## src/rtl/tlp_tap_fifo_writer_if.sv

```systemverilog
// Tap stream plus FIFO write port of the TLP tap writer; master is the writer side,
// slave is the tap source and FIFO together.
interface tlp_tap_fifo_writer_if;
  logic        s_axis_tvalid;
  logic [63:0] s_axis_tdata;
  logic [7:0]  s_axis_tkeep;
  logic        s_axis_tlast;
  logic        s_axis_tuser;
  logic        wr_en;
  logic [73:0] din;
  logic        full;
  logic        prog_full;

  modport master (
    input  s_axis_tvalid, s_axis_tdata, s_axis_tkeep, s_axis_tlast, s_axis_tuser,
    input  full, prog_full,
    output wr_en, din
  );

  modport slave (
    output s_axis_tvalid, s_axis_tdata, s_axis_tkeep, s_axis_tlast, s_axis_tuser,
    output full, prog_full,
    input  wr_en, din
  );
endinterface

```

## src/rtl/tlp_tap_fifo_writer.sv

```systemverilog
// Normalises tapped TLPs into fixed REC_BEATS x 64-bit records in two ping-pong slots and bursts
// each whole record into the FIFO; first write two cycles after tlast, full stalls, prog_full gates start.
module tlp_tap_fifo_writer #(
  parameter int TLP_LEN   = 32,
  parameter bit BYTE_SWAP = 1'b1
) (
  input  logic                         clk156,
  input  logic                         sys_rst,
  input  logic                         enable,
  tlp_tap_fifo_writer_if.master        bus,
  output logic [31:0]                  cnt_tlp,
  output logic [31:0]                  cnt_drop,
  output logic [31:0]                  cnt_trunc
);
  localparam int REC_BEATS = TLP_LEN / 8;
  localparam int IW = (REC_BEATS > 1) ? $clog2(REC_BEATS) : 1;
  localparam int CW = IW + 1;
  localparam logic [IW-1:0] LAST_IDX = IW'(REC_BEATS - 1);
  localparam logic [CW-1:0] FULL_CNT = CW'(REC_BEATS);

  typedef enum logic {F_IDLE, F_WRITE} fstate_t;

  fstate_t       state_q;
  logic          fl_slot_q;
  logic [IW-1:0] idx_q;
  logic [1:0]    busy_q, ready_q, err_q;
  logic          head_q;
  logic [CW-1:0] fill_q [2];
  logic [63:0]   mem_q [2][REC_BEATS];
  logic          in_pkt_q, cap_q, cap_slot_q, trunc_q;
  logic [31:0]   cnt_tlp_q, cnt_drop_q, cnt_trunc_q;

  logic          fin_wr, free0, free1, sof, sof_take, sof_drop, new_slot, wr_slot;
  logic          cap_beat, mem_we, beat_trunc, trunc_now, launch, pick, rd_last;
  logic [CW-1:0] beat_k;
  logic [63:0]   masked, rd_word;

  function automatic logic [31:0] sat_inc(input logic [31:0] v);
    return (v == 32'hFFFF_FFFF) ? v : v + 32'd1;
  endfunction

  function automatic logic [63:0] swap64(input logic [63:0] w);
    logic [63:0] r;
    for (int b = 0; b < 8; b++) r[8*(7-b) +: 8] = w[8*b +: 8];
    return r;
  endfunction

  always_comb begin
    fin_wr   = (state_q == F_WRITE) && !bus.full && (idx_q == LAST_IDX);
    // A slot whose last beat leaves this cycle is already available to a new SOF.
    free0    = !busy_q[0] || (fin_wr && !fl_slot_q);
    free1    = !busy_q[1] || (fin_wr && fl_slot_q);
    sof      = bus.s_axis_tvalid && !in_pkt_q;
    sof_take = sof && enable && (free0 || free1);
    sof_drop = sof && enable && !(free0 || free1);
    new_slot = !free0;
    cap_beat = sof ? sof_take : (bus.s_axis_tvalid && cap_q);
    wr_slot  = sof ? new_slot : cap_slot_q;
    beat_k   = sof ? '0 : fill_q[cap_slot_q];
    mem_we   = cap_beat && (beat_k != FULL_CNT);
    beat_trunc = cap_beat && (beat_k == FULL_CNT);
    trunc_now  = (trunc_q && !sof) || beat_trunc;
    for (int b = 0; b < 8; b++)
      masked[8*b +: 8] = bus.s_axis_tkeep[b] ? bus.s_axis_tdata[8*b +: 8] : 8'h00;
    launch   = (state_q == F_IDLE) && (ready_q != 2'b00) && !bus.prog_full;
    pick     = (&ready_q) ? head_q : ready_q[1];
    // Beats past the captured length read as zero instead of clearing the slot.
    rd_word  = ({1'b0, idx_q} < fill_q[fl_slot_q]) ? mem_q[fl_slot_q][idx_q] : '0;
    rd_last  = (idx_q == LAST_IDX);
  end

  always_comb begin
    bus.wr_en = (state_q == F_WRITE) && !bus.full && !sys_rst;
    bus.din   = '0;
    if (state_q == F_WRITE)
      bus.din = {8'hFF, (BYTE_SWAP ? swap64(rd_word) : rd_word), rd_last, err_q[fl_slot_q] & rd_last};
  end

  always_ff @(posedge clk156) begin
    if (mem_we) mem_q[wr_slot][beat_k[IW-1:0]] <= masked;
  end

  always_ff @(posedge clk156) begin
    if (sys_rst) begin
      state_q     <= F_IDLE;
      fl_slot_q   <= 1'b0;
      idx_q       <= '0;
      busy_q      <= '0;
      ready_q     <= '0;
      err_q       <= '0;
      head_q      <= 1'b0;
      fill_q[0]   <= '0;
      fill_q[1]   <= '0;
      in_pkt_q    <= 1'b0;
      cap_q       <= 1'b0;
      cap_slot_q  <= 1'b0;
      trunc_q     <= 1'b0;
      cnt_tlp_q   <= '0;
      cnt_drop_q  <= '0;
      cnt_trunc_q <= '0;
    end else begin
      if (bus.s_axis_tvalid) in_pkt_q <= !bus.s_axis_tlast;
      if (sof) cap_q <= sof_take;
      if (sof_drop) cnt_drop_q <= sat_inc(cnt_drop_q);

      unique case (state_q)
        F_IDLE: begin
          if (launch) begin
            state_q        <= F_WRITE;
            fl_slot_q      <= pick;
            idx_q          <= '0;
            ready_q[pick]  <= 1'b0;
          end
        end
        F_WRITE: begin
          if (!bus.full) begin
            if (idx_q == LAST_IDX) begin
              state_q           <= F_IDLE;
              busy_q[fl_slot_q] <= 1'b0;
              cnt_tlp_q         <= sat_inc(cnt_tlp_q);
            end else begin
              idx_q <= idx_q + 1'b1;
            end
          end
        end
      endcase

      // Capture updates come after the flush so a bypassed slot ends up busy again.
      if (sof_take) begin
        busy_q[new_slot] <= 1'b1;
        cap_slot_q       <= new_slot;
        fill_q[new_slot] <= CW'(1);
        err_q[new_slot]  <= bus.s_axis_tuser;
        trunc_q          <= 1'b0;
      end else if (cap_beat) begin
        if (mem_we) fill_q[cap_slot_q] <= fill_q[cap_slot_q] + CW'(1);
        err_q[cap_slot_q] <= err_q[cap_slot_q] | bus.s_axis_tuser | beat_trunc;
        trunc_q           <= trunc_q | beat_trunc;
      end

      if (cap_beat && bus.s_axis_tlast) begin
        ready_q[wr_slot] <= 1'b1;
        head_q <= (ready_q[~wr_slot] && !(launch && (pick == ~wr_slot))) ? ~wr_slot : wr_slot;
        if (trunc_now) cnt_trunc_q <= sat_inc(cnt_trunc_q);
      end
    end
  end

  assign cnt_tlp   = cnt_tlp_q;
  assign cnt_drop  = cnt_drop_q;
  assign cnt_trunc = cnt_trunc_q;
endmodule

```

## src/flat_wrapper.sv

```systemverilog
// flat-port wrapper written by rule: the top's interface ports become plain ports
module tlp_tap_fifo_writer_flat 
#(
  parameter int TLP_LEN   = 32,
  parameter bit BYTE_SWAP = 1'b1
)
  (clk156, sys_rst, enable, cnt_tlp, cnt_drop, cnt_trunc, bus_s_axis_tvalid, bus_s_axis_tdata, bus_s_axis_tkeep, bus_s_axis_tlast, bus_s_axis_tuser, bus_full, bus_prog_full, bus_wr_en, bus_din);
  tlp_tap_fifo_writer_if bus_i ();
  input  logic clk156;
  input  logic sys_rst;
  input  logic enable;
  output logic [31:0] cnt_tlp;
  output logic [31:0] cnt_drop;
  output logic [31:0] cnt_trunc;
  input wire logic [$bits(bus_i.s_axis_tvalid)-1:0] bus_s_axis_tvalid;
  input wire logic [$bits(bus_i.s_axis_tdata)-1:0] bus_s_axis_tdata;
  input wire logic [$bits(bus_i.s_axis_tkeep)-1:0] bus_s_axis_tkeep;
  input wire logic [$bits(bus_i.s_axis_tlast)-1:0] bus_s_axis_tlast;
  input wire logic [$bits(bus_i.s_axis_tuser)-1:0] bus_s_axis_tuser;
  input wire logic [$bits(bus_i.full)-1:0] bus_full;
  input wire logic [$bits(bus_i.prog_full)-1:0] bus_prog_full;
  output wire logic [$bits(bus_i.wr_en)-1:0] bus_wr_en;
  output wire logic [$bits(bus_i.din)-1:0] bus_din;
  assign bus_i.s_axis_tvalid = bus_s_axis_tvalid;
  assign bus_i.s_axis_tdata = bus_s_axis_tdata;
  assign bus_i.s_axis_tkeep = bus_s_axis_tkeep;
  assign bus_i.s_axis_tlast = bus_s_axis_tlast;
  assign bus_i.s_axis_tuser = bus_s_axis_tuser;
  assign bus_i.full = bus_full;
  assign bus_i.prog_full = bus_prog_full;
  assign bus_wr_en = bus_i.wr_en;
  assign bus_din = bus_i.din;
  tlp_tap_fifo_writer #(.TLP_LEN(TLP_LEN), .BYTE_SWAP(BYTE_SWAP)) u_core (.clk156(clk156), .sys_rst(sys_rst), .enable(enable), .bus(bus_i), .cnt_tlp(cnt_tlp), .cnt_drop(cnt_drop), .cnt_trunc(cnt_trunc));
endmodule
```

## config.mk

```make
export PLATFORM = sky130hd
export DESIGN_NAME = tlp_tap_fifo_writer_flat
export DESIGN_NICKNAME = d
export VERILOG_FILES = /design/src/rtl/tlp_tap_fifo_writer_if.sv /design/src/rtl/tlp_tap_fifo_writer.sv /design/src/flat_wrapper.sv
export SDC_FILE = /design/constraint.sdc
export NUM_CORES = 1
export LEC_CHECK = 0
export BUFFER_PORTS_ARGS = -buffer_cell sky130_fd_sc_hd__buf_2
export CELL_PAD_IN_SITES_DETAIL_PLACEMENT = 0
export CELL_PAD_IN_SITES_GLOBAL_PLACEMENT = 2
export CORE_MARGIN = 5
export CORE_UTILIZATION = 43
export DETAILED_ROUTE_END_ITERATION = 10
export GPL_TIMING_DRIVEN = 1
export PLACE_DENSITY_LB_ADDON = 0.1
export SETUP_SLACK_MARGIN = 0.05
export SYNTH_ARGS = -nofsm -noshare
export SYNTH_HDL_FRONTEND = slang
export SYNTH_SLANG_ARGS = --single-unit
```

## constraint.sdc

```tcl
create_clock -name clk156 -period 9.88 [get_ports clk156]
set_input_delay 0.494 -clock clk156 [delete_from_list [all_inputs] [get_ports clk156]]
set_output_delay 0.494 -clock clk156 [all_outputs]
set_load 0.05 [all_outputs]
```

Word-level counts from Yosys, hierarchy flattened
Memory sizes are Yosys's and may differ from the RTL's. A register that Yosys moved wholly into a read port is not among the register bits.
Cells that the tools add are included.
W data, S select, Z words.
{ "word_totals": {"reg_bits": 111, "ram_bits": 518, "output_inout_bits": 171, "memories": 2} }
{ "memory_table": {"columns": ["memory", "words", "width", "read_ports", "rd_clocked_by_memory_dff", "write_ports", "line_no", "rtl"], "rows": [
  ["u_core.mem_q", 2, 256, 1, 1, 1, "tlp_tap_fifo_writer.sv:29", "logic [63:0] mem_q [2][REC_BEATS];"],
  ["u_core.fill_q", 2, 3, 2, 2, 2, "tlp_tap_fifo_writer.sv:28", "logic [CW-1:0] fill_q [2];"]
]} }
{ "classes": {"add_sub_neg": 5, "n_lt_le_gt_ge": 15, "n_eq_ne": 10, "muxes": 80, "bitwise_logic": 18, "n_reduce_logical": 51} }
{ "ops": {"columns": ["operator", "n"], "rows": [
  ["$mux W256", 1],
  ["$mux W64", 4],
  ["$bmux W64 S2", 1],
  ["$demux W64 S2", 1],
  ["$add A32 B1 Y32 const B", 3],
  ["$eq A32 B32 Y1 const B", 3],
  ["$mux W74", 1],
  ["$mux W8", 8],
  ["$mux W1", 38],
  ["$mux W2", 14],
  ["$logic_and A1 B1 Y1", 24],
  ["$logic_not A1 Y1", 12],
  ["$lt A1 B2 Y1 const B", 6],
  ["$mux W3", 3],
  ["$ge A3 B3 Y1 const B", 2],
  ["$not A1 Y1", 6],
  ["$not A2 Y3", 2],
  ["$reduce_and A2 Y1", 3],
  ["$reduce_and A3 Y1", 2],
  ["$reduce_or A3 Y1", 2],
  ["$demux W1 S1", 5],
  ["$ge A1 B1 Y1 const B", 5],
  ["$and A2 B2 Y2", 2],
  ["$bwmux W2", 2],
  ["20 further kinds", 29]
]} }

Depth between registers and ports, before layout
{ "depth": {"word_depth": 16, "mapped_depth": 10} }

Worst setup path before layout
Ideal clock, no wire load.
{ "synth_path": {"path_type": "reg-to-reg", "startpoint": "register (tool-made name)", "endpoint": "memory u_core.mem_q[0][100] in the netlist's numbering (enable)", "setup_ns": 0.644, "t_arrival_ns": 7.029, "t_required_ns": 9.236, "slack_ns": 2.208, "path_stages_with_launch": 5, "period_less_slack_ns": 7.672, "path_cell_list": "dfxtp_1 buf_2 mux2i_1 inv_1 nor4_1"} }
{ "synth_rtl": {"columns": ["item", "line_no"], "rows": [
  ["end: declaration", "tlp_tap_fifo_writer.sv:29"]
]} }

==> results.toml <==
[outcome]
status = "finished clean"

[sta]
setup_viol = 0
max_slew.worst_pin.slew_ns = 1.06
period_needed_ns = 5.25
tns_ns = 0
final.setup_skew_ns = 0.0134
hold_viol = 0
post-route-period-util_pct = 53.1
fmax_mhz = 191
drv_slew = 0
slew_headroom_pct = 29.1
rsz0062_at_grt = "false"

[pwr]
peakVddDrop_uv = 150
p_leak_uw = 0.0100
power_density_nw_per_um2 = 188
power_uw = 5700

[route]
first_pass_iters = 7
dr.first_iter.drc_count = 948
drt-total-wl_um = 59200
vias = 15104
avgRoutedWirePerCell_um = 21.7
drc_errors = 0
viasPerCell = 5.54
ant_nets = 0

[synth]
synth.area.top_cells = "edfxtp_1 (60%), mux4_2 (11%), dfxtp_1 (8.7%)"
synth.most_common_cell = "edfxtp_1"
seq_area_frac_synth_pct = 68.8
synth_top_cell_area_share_pct = 60.0
syn_nets = 1714
yosys_register_bits = 631
synth-main-ff-cell = "edfxtp_1"
syn_area_um2 = 25900
synthArstFlopShare_pct = 0
netlist_instances = 1628
synth_edf_count = 518
synth_area_leader_cell = "edfxtp_1"
synthTopCellsByCount = "edfxtp_1 (518), mux4_2 (128), nor2_1 (122)"
ys_warn_count = 0
synth.distinct_cells = 58
avgSynthCellArea_um2 = 15.9

[layout]
drive_gt1_share_pct = 27.8
syn2layout_area_growth_pct = 17.2
multi_input_area_um2 = 7700
nFillCells = 5108
finalNetCount = 1975
postLayoutCellArea_um2 = 30400
regArea_um2 = 17800

[clock_tree]
tritoncts = "yes"
path_clk_slew_ns = 0.06
cts_setup_buffers = 0
clockBufferDepth = 3
numClockSinks = 631
cts_resized = 0
cts_hold_buf = 0
cts_buffers = 70
h-tree-depth = 3
clk_latency_ns = 0.59
ctsRootBufferMaster = "clkbuf_16"

[critical_path]
startpoint_type = "flop"
r2r_end = "u_core.mem_q[0][212]"
crit_path_max_fanout = 47
crit_arrival_ns = 4.75
r2r_start = "u_core.idx_q[0]"
endpoint_kind = "output port"
critical_path_class = "flop to output port"
rr_worst_depth = 7
r2r_slack_ns = 5.47
worst_ep_required_time_ns = 9.39

[floorplanning]
initial_core_util_pct = 43.2
rows = 90
die_h_um = 255
die_w_um = 255
num_io_pins = 251
fp.dieArea_um2 = 65200
core_region_area_um2 = 60000

[placed_design]
port_buffers = 250
gp_congestion = 0.762
dp_hpwl_um = 35400
place_area_um2 = 28000

[hold_path]
min_to = "u_core.in_pkt_q"
worstHoldPathType = "input port to flop"
whs_path_depth = 2
min-delay-start = "bus_s_axis_tvalid"

[global_route]
grt_pass1_wl_um = 91900
grt_max_degree = 75
grt_usage_pct = 17.9
overflow = 0
antenna_found_initial = 3
grt_pass1_vias = 15433

[run]
drv_cap = 0
==> cells by family (layout without fill, tap and decap cells) <==
logic type               count (synthesis)  count (layout)  synth area share, %
AO/OA/AOI/OAI                          186             186                 4.26
XOR/XNOR                                10              10                0.338
adder cells (fa/ha/maj)                  6               6                0.290
buffers and inverters                  104             417                 1.68
flip-flops                             631             631                 68.8
multiplexers                           217             217                 14.6
other                                    0               1                    0
AND/OR/NAND/NOR                        474             474                 10.0
==> how the worst max path moves through the flow <==
stage / startpoint / to / slack (ns) / cells past startpoint
final: flop / bus_din[4] / 4.63 / 9
after global routing: flop / bus_din[4] / 4.11 / 9
after global placement: flop / bus_din[4] / 5.08 / 9
after CTS: flop / bus_din[4] / 4.37 / 9
after detailed placement: flop / bus_din[4] / 5.02 / 9
after floorplan: flop / u_core.mem_q[0][100] / 2.21 / 4
==> placed cells by master (no fill, tap or decap), types with 4 or more instances in the layout <==
cell type / n
edfxtp_1: 518
buf_2: 249
mux4_2: 128
nor2_1: 119
dfxtp_1: 110
a21oi_1: 78
mux2i_1: 75
and2_1: 71
clkbuf_16: 70
nand2_1: 57
o21ai_0: 46
or3_1: 37
or4_1: 34
nand3_1: 33
o31ai_1: 31
nand4_1: 28
buf_4: 26
inv_1: 18
nor3_1: 18
and4_1: 16
clkinv_1: 15
nor2b_1: 14
mux2_2: 14
bufinv_16: 10
and3_1: 8
nor4_1: 7
clkinv_2: 7
clkbuf_1: 7
xor2_1: 6
ha_1: 6
o2111ai_1: 5
inv_6: 5
o21a_1: 4
nor3_2: 4
xnor2_1: 4
clkinvlp_4: 4
==> state kept, by name, summed over array words and instances (netlist names), named ones only <==
register / cells
u_core.busy_q: 2
u_core.cap_q: 1
u_core.cap_slot_q: 1
u_core.cnt_drop: 32
u_core.cnt_tlp: 32
u_core.cnt_trunc: 32
u_core.err_q: 2
u_core.fill_q: 6
u_core.fl_slot_q: 1
u_core.head_q: 1
u_core.idx_q: 2
u_core.in_pkt_q: 1
u_core.mem_q: 512
u_core.ready_q: 2
u_core.state_q: 1
u_core.trunc_q: 1
==> area by class of cell <==
cell class | count | share of cell area, %
multi-input cells | 893 | 25.4
diodes | 1 | 0.00824
clock buffers | 78 | 5.90
flip-flops and latches | 631 | 58.7
inverters | 18 | 0.223
clock inverters | 46 | 1.79
well taps | 782 | 3.22
repair buffers | 275 | 4.75
==> worst max-delay path: stages, from the launching register on <==
cell	delay (ns)
dfxtp_4	0.91
buf_4	0.84
mux2i_1	0.30
ha_1	0.26
o21a_1	0.10
o21ai_0	0.20
nand2_2	0.41
buf_4	0.47
nor2_1	0.31
buf_2	0.33
==> through the flow <==
stage          setup slack [ns]  hold slack [ns]  utilization, %  instances
2_1_floorplan              2.21            0.434               -       1628
3_3_place_gp               5.08            0.453            46.7       2599
3_5_place_dp               5.02            0.456            46.7       2599
4_1_cts                    4.37            0.160            50.6       2723
5_1_grt                    4.11            0.194            50.6       2723
6_report                   4.63            0.201            50.6       2724
==> metal layers <==
layer	track usage (%)	vias to the layer above	part of all wire, %
li1	-	7016	-
met1	24.7	7706	45
met2	30.0	311	49
met3	3.03	69	4.3
met4	4.35	2	1.5
met5	0	-	0.012
==> where the power goes <==
group	total (uW)	internal [uW]	leakage, uW	switching (uW)
Combinational	162	53.6	0.00323	109
Clock	2630	1580	0.00113	1050
Sequential	2900	2890	0.00566	10.2
Note: power is estimated with default switching activity, not from simulation.
